File: src/rtl/if_id_stage.sv
// IF/ID pipeline register with load-use / JR hazard detection and
// saturating stall/flush event counters.
module if_id_stage #(
  parameter int CNT_W = 16
) (
  input  logic             clk,
  input  logic             reset,
  input  logic [31:0]      Instruction_if,
  input  logic [31:0]      PC,
  input  logic [31:0]      NextPC_if,
  input  logic             Flush,
  input  logic             MemRead_ex,
  input  logic             RegWrite_ex,
  input  logic [4:0]       WriteReg_ex,
  input  logic             MemRead_mem,
  input  logic [4:0]       WriteReg_mem,
  output logic [31:0]      Instruction_id,
  output logic [31:0]      PC_id,
  output logic [31:0]      NextPC_id,
  output logic             valid_id,
  output logic             PC_IFWrite,
  output logic             Bubble_ex,
  output logic [CNT_W-1:0] stall_cnt,
  output logic [CNT_W-1:0] flush_cnt
);

  logic [31:0]      instr_reg;
  logic [31:0]      pc_reg;
  logic [31:0]      npc_reg;
  logic             valid_reg;
  logic [CNT_W-1:0] stall_cnt_reg;
  logic [CNT_W-1:0] flush_cnt_reg;

  logic [5:0] op;
  logic [4:0] rs;
  logic [4:0] rt;
  logic [5:0] funct;
  logic       rs_used;
  logic       rt_used;
  logic       is_jr;
  logic       load_use;
  logic       jr_hazard;
  logic       stall;

  assign op    = instr_reg[31:26];
  assign rs    = instr_reg[25:21];
  assign rt    = instr_reg[20:16];
  assign funct = instr_reg[5:0];

  always_comb begin
    rs_used = 1'b1;
    if (op == 6'b000010 || op == 6'b000011)
      rs_used = 1'b0;
    // shifts by shamt read only rt
    else if (op == 6'b000000 &&
             (funct == 6'b000000 || funct == 6'b000010 || funct == 6'b000011))
      rs_used = 1'b0;
  end

  assign rt_used = (op == 6'b000000) || (op == 6'b000100) ||
                   (op == 6'b000101) || (op == 6'b101011);
  assign is_jr   = (op == 6'b000000) && (funct == 6'b001000);

  assign load_use = valid_reg && MemRead_ex && RegWrite_ex && (WriteReg_ex != 5'd0) &&
                    ((rs_used && rs == WriteReg_ex) || (rt_used && rt == WriteReg_ex));

  // JR resolves in ID, so it must also wait out a load sitting in MEM
  assign jr_hazard = valid_reg && is_jr && (rs != 5'd0) &&
                     ((RegWrite_ex && WriteReg_ex == rs) ||
                      (MemRead_mem && WriteReg_mem == rs));

  assign stall      = (load_use || jr_hazard) && !Flush;
  assign PC_IFWrite = ~stall;
  assign Bubble_ex  = stall | Flush;

  always_ff @(posedge clk or negedge reset) begin
    if (!reset) begin
      instr_reg <= '0;
      pc_reg    <= '0;
      npc_reg   <= '0;
      valid_reg <= 1'b0;
    end else if (Flush) begin
      instr_reg <= '0;
      pc_reg    <= PC;
      npc_reg   <= NextPC_if;
      valid_reg <= 1'b0;
    end else if (!stall) begin
      instr_reg <= Instruction_if;
      pc_reg    <= PC;
      npc_reg   <= NextPC_if;
      valid_reg <= 1'b1;
    end
  end

  always_ff @(posedge clk or negedge reset) begin
    if (!reset) begin
      stall_cnt_reg <= '0;
      flush_cnt_reg <= '0;
    end else begin
      if (stall && stall_cnt_reg != {CNT_W{1'b1}})
        stall_cnt_reg <= stall_cnt_reg + 1'b1;
      if (Flush && flush_cnt_reg != {CNT_W{1'b1}})
        flush_cnt_reg <= flush_cnt_reg + 1'b1;
    end
  end

  assign Instruction_id = instr_reg;
  assign PC_id          = pc_reg;
  assign NextPC_id      = npc_reg;
  assign valid_id       = valid_reg;
  assign stall_cnt      = stall_cnt_reg;
  assign flush_cnt      = flush_cnt_reg;

endmodule

File: config.mk
export PLATFORM = sky130hd
export DESIGN_NAME = if_id_stage
export DESIGN_NICKNAME = d
export VERILOG_FILES = /design/src/rtl/if_id_stage.sv
export SDC_FILE = /design/constraint.sdc
export NUM_CORES = 1
export LEC_CHECK = 0
export ABC_AREA = 1
export CORE_UTILIZATION = 49
export CTS_BUF_LIST = sky130_fd_sc_hd__clkbuf_8
export DETAILED_ROUTE_END_ITERATION = 12
export HOLD_SLACK_MARGIN = 0.1
export PLACE_DENSITY = 0.95
export SLEW_MARGIN = 15
export SYNTH_ARGS = -nofsm -noshare
export SYNTH_HDL_FRONTEND = slang
export SYNTH_SLANG_ARGS = --single-unit
File: constraint.sdc
create_clock -name clk -period 5.45 [get_ports clk]
set_input_delay 1.635 -clock clk [delete_from_list [all_inputs] [get_ports clk]]
set_output_delay 1.635 -clock clk [all_outputs]
set_load 0.01 [all_outputs]
## Word level (Yosys, flattened, before mapping)

Index checks and enable logic that the tools add are counted.

- Logic and storage cells: 65
- Register bits after elaboration: 129
- Output and inout port bits: 131
- Bits of input ports: 112

- Mux-type cells: 10
- Add/sub/neg operators: 2
- Bitwise gates (word level): 2
- Reduce and logical (&&, ||, !) cells: 30
- Eq/ne operators: 15

Operator list:

| kind | count |
|---|---|
| 2-to-1 mux 32 bit | 6 |
| adder 16 x 1 -> 16 bit (second input constant) | 2 |
| != test 16 bit (second input constant) | 2 |
| equality test 6 x 2 -> 1 bit (second input constant) | 4 |
| equality test 5 bit | 4 |
| logical AND 1 bit | 16 |
| equality test 6 x 3 -> 1 bit (second input constant) | 2 |
| logical NOT 6 bit | 2 |
| nonzero test 5 bit | 2 |
| logical OR 1 bit | 9 |
| equality test 6 x 4 -> 1 bit (second input constant) | 1 |
| equality test 6 bit (second input constant) | 1 |
| 2-to-1 mux 1 bit | 4 |
| != test 2 bit (second input constant) | 1 |
| logical NOT 1 bit | 1 |
| NOT 1 bit | 1 |
| OR 1 bit | 1 |

## Logic depth before layout (Yosys ltp)

- Depth in word-level cells: 13
- Gate-level depth with buffers: 15
- Depth with buffers taken out: 13

## Least setup slack after synthesis

Ideal clock, no wire load.

- Path kind: input-to-output
- Start point: in WriteReg_ex[0]
- End point: out Bubble_ex
- Required time: 3.815 ns
- Buffers on the path: 1
- Data arrival time: 2.584 ns
- Cell stages on the path: 13
- Setup slack: 1.231 ns
- Path through: inv_1 nand2_1 nand2_1 nor2_2 nand2_1 nor2_1 nand2_1 nand2_1 nand2_2 nand2_2 inv_1 buf_2 nand2_1

- Longest elaborated chain between the ends: 7
- Elaborated cells between the ends (all ways): 15
- Those cells by class: eq/ne: 3; bitwise: 1; reduce/logical: 11

Ends and longest elaborated chain:

| element | RTL line | text |
|---|---|---|
| from (decl) | 14 | `input logic [4:0] WriteReg_ex,` |
| equality test 5 bit (on tied branches) | 65, 69 |  |
| logical AND 1 bit (on tied branches) | 65, 69 |  |
| logical OR 1 bit (on tied branches) | 65, 69 |  |
| logical AND 1 bit (on tied branches) | 64, 68 |  |
| logical OR 1 bit * | 72 | `assign stall = (load_use \|\| jr_hazard) && !Flush;` |
| logical AND 1 bit * | 72 |  |
| OR 1 bit * | 74 | `assign Bubble_ex = stall \| Flush;` |
| to (decl) | 22 | `output logic Bubble_ex,` |

Mark *: on every way between the ends. The rest lies on a longest branch, timed or not.

## Final worst setup path

- Start point: in WriteReg_ex[3]
- End point: out PC_IFWrite

- Longest elaborated chain between the ends: 7
- Elaborated cells between the ends (all ways): 15
- Those cells by class: eq/ne: 3; bitwise: 1; reduce/logical: 11

Ends and longest elaborated chain:

| element | RTL line | text |
|---|---|---|
| equality test 5 bit (on tied branches) | 65, 69 |  |
| logical AND 1 bit (on tied branches) | 65, 69 |  |
| logical OR 1 bit (on tied branches) | 65, 69 |  |
| logical AND 1 bit (on tied branches) | 64, 68 |  |
| logical OR 1 bit * | 72 |  |
| logical AND 1 bit * | 72 |  |
| NOT 1 bit * | 73 | `assign PC_IFWrite = ~stall;` |
| to (decl) | 21 | `output logic PC_IFWrite,` |

Marks and branches as above.

==> summary.txt <==
Outcome
  – Status: complete, no violations

Clock tree
  – Clock Path Buffers: 2
  – Clock-pin transition on the worst setup and hold timing paths: 0.08 ns
  – Num CTS Buffers: 17
  – Clk root buf: clkbuf_8
  – H-tree depth: 4
  – CTS tree: built
  – Clk_lat worst skew: 0.44 ns
  – Clock sinks: 129
  – Setup Buffers After CTS: 0

Placed design
  – Number of port buffers: between 200 and 250
  – Placed insts: 1124
  – GP Congestion: 0.8607
  – Dpl hpwl: ~12000 um
  – DP Worst Slack: between 0.15 and 0.2 ns
  – Post-DP Area: approximately 8600 sq um

Global routing
  – Met1 Use GR: 35.10%
  – GR Util All Layers: 28.46%
  – Largest net degree at the start of global routing: 104
  – Grt met3 use: 6.776%
  – Initial antenna violation count: 0
  – Global route overflow: 0
  – First-pass GRT wire length: 28970 um
  – GRT busiest layer: met2
  – Met2 usage in global routing: a little under half
  – Vias in the first global route: 5934

Synth
  – XOR/XNOR Fraction of Synth Area: 3.983%
  – Complex-gate fraction of the synthesized area: less than 1%
  – Synth area leaders: dfrtp_1, nand2_1, nand3_1
  – Area share of fa/ha/maj cells after synthesis: 0.4064%
  – Number of synthesized register bits: 129
  – Area leader, netlist: dfrtp_1
  – Synth top area share: a little over half
  – Syn Std Cell Area: 6157 sq um
  – Avg Cell Area, Syn: 8.243 sq um
  – Sequential share of the synthesized area: a little over half
  – Synth warn: 0
  – Simple-Gate Fraction of Synth Area: 35.87%
  – Netlist cell types: 27
  – Synthesized instance count: 747
  – Post-synthesis net count: 861
  – Mux share of post-synthesis cell area: 0%
  – Largest family of logic cells by synthesized area: simple AND/OR/NAND/NOR gates

Power
  – Pwr per Cell Area: 268.0 nW/um^2
  – Pleak: roughly 0.0043 uW
  – Worst vdd ir: between 0.15 and 0.2 mV

Timing
  – Worst-Margin Slew: 0.9232 ns
  – RSZ-0062 raised after global routing: false
  – Final min period: 5.205 ns
  – Setup TNS: 0 ns
  – Final Worst Setup Slack: around 0.24 ns
  – Setup Viol. Count Final: 0
  – FMAX: a little under 200 MHz
  – Skew final: 0.009461 ns
  – Final Hold Viols: 0
  – Period Utilization, post-route: 95.51%
  – Max-slew headroom: 38.45%
  – Slew Limit Fails: 0

Floorplan
  – I/O Pins: 243
  – Core Footprint: 12110 sq um
  – Cell Rows: 40
  – Chip height: 114.1 um
  – Initial Util: 50.84%
  – Die X: 114.1 um
  – Die area: roughly 13000 sq um

Route
  – Wirelength per Cell: between 15 and 20 um
  – First-pass iteration count of the detailed router: 7
  – Vias post-DR: between 6000 and 7000
  – Post-DRT Antenna Nets: 0
  – Post-DR vias/cell: 5.231
  – Final WL: 17640 um
  – DR DRC count: 0
  – Drt initial violations: 523

Cells and area
  – Multi-input gate area: about 2500 sq um
  – Non-Filler Instances: 1156
  – Fin area: 9026 sq um
  – Share of layout cells above drive strength 1: under 10%
  – Final core utilization: 74.52%
  – Storage cell area: about 3200 sq um
  – Nets: 1089
  – Ant diodes: 0
  – Area grow syn2layout: 46.60%
  – Number of fill cells: 845

Critical path
  – CP Data Required Time: 3.82 ns
  – CP max FO: 4
  – CP endpoint kind: output port
  – CP Data Arrival Time: approximately 3.6 ns
  – Setup Crit Path Kind: primary input to output port
  – Startpoint Class: primary input

Run
  – Max-Cap Viols: 0

Hold path
  – HP Class: flip-flop to flip-flop
cells in the final DEF (no fill, tap or decap):
cell type	netlist	routed
clkdlybuf4s50_1	0	240
nand4_1	21	21
nand3_1	152	152
xnor2_1	13	13
buf_4	1	7
xor2_1	15	15
nor2_2	2	2
inv_6	0	1
clkinv_2	0	3
nor2_1	43	43
dfrtp_1	129	129
buf_6	17	1
inv_2	1	1
nor3_1	9	9
nand3b_4	1	1
or2_0	1	1
clkinvlp_4	0	5
ha_1	2	2
nand2_2	3	3
nor3b_1	1	1
o21ai_0	2	2
inv_4	0	1
bufinv_16	0	5
o22ai_1	1	1
dlymetal6s2s_1	0	1
inv_1	35	34
nand2_1	270	269
nand3_2	1	1
clkbuf_8	0	18
and3_1	1	1
a21oi_1	2	2
nand3b_1	2	2
nand2_4	0	1
what timing repair did:
item,in CTS,in global routing
resized for setup,0,1
endpoints found under the setup margin,0,1
hold endpoints to repair,0,0
hold buffers,0,0
per-layer routing:
metal	vias to the layer above	routed length, um
li1	2871	-
met1	2868	7060
met2	265	8807
met3	43	1268
met4	0	502
met5	-	0
power by group:
group          switching, uW  internal, uW
clock                    383           555
sequential              63.4          1020
combinational            174           224
logic make-up after synthesis:
family	Yosys count
DFF	129
buffers and inverters	76
adders and majority gates	2
and+or+nand+nor	507
xor gates and xnor gates	28
AOI/OAI and AO/OA	5
cell usage after synthesis:
cell	n
o21ai_0	2
nor3_1	9
buf_2	6
nor2_2	2
nor2_1	43
clkbuf_1	13
and3_1	1
nand2_1	270
buf_6	17
nand3b_4	1
buf_1	3
or2_0	1
xor2_1	15
a21oi_1	2
inv_1	35
o22ai_1	1
nand4_1	21
dfrtp_1	129
inv_2	1
nand3_1	152
nand2_2	3
nand3b_1	2
xnor2_1	13
nor3b_1	1
buf_4	1
ha_1	2
nand3_2	1
stage by stage:
stage | total power, uW | hold WS, ns
after CTS | 2434 | 0.4950
after global placement | 1484 | 0.4802
after detailed placement | 1496 | 0.4852
after floorplan | 1228 | 0.5216
final | 2419 | 0.4957
after global routing | 2523 | 0.5294
worst paths after layout:
path                                    startpoint             to  slack [ns]  cells past startpoint
max in group asynchronous                    reset  NextPC_id[30]        3.24                      2
worst min register to register        flush_cnt[9]   flush_cnt[9]        0.50                      1
worst max-delay path                WriteReg_ex[3]     PC_IFWrite        0.24                     11
worst max register to register  Instruction_id[24]      PC_id[16]        3.22                     10
worst min-delay path                  flush_cnt[9]   flush_cnt[9]        0.50                      1
min in group asynchronous                    reset  NextPC_id[16]        1.30                      1
critical path, cell delays in order:
cell and delay (ns):
clkdlybuf4s50_1 0.57, inv_1 0.09, nand2_1 0.09, nand2_1 0.07, nor2_1 0.10, nand4_1 0.10
nand2_1 0.12, nand2_1 0.09, nand2_4 0.10, nand2_2 0.10, clkdlybuf4s50_1 0.49
layout make-up:
class / instances / area share [%]
clock inverters: 14 / 2.343
multi-input cells: 542 / 27.83
flip-flops and latches: 129 / 35.76
inverters: 36 / 1.525
repair buffers: 249 / 27.46
well taps: 168 / 2.329
clock buffers: 18 / 2.745
(Power assumes the default switching activity.)
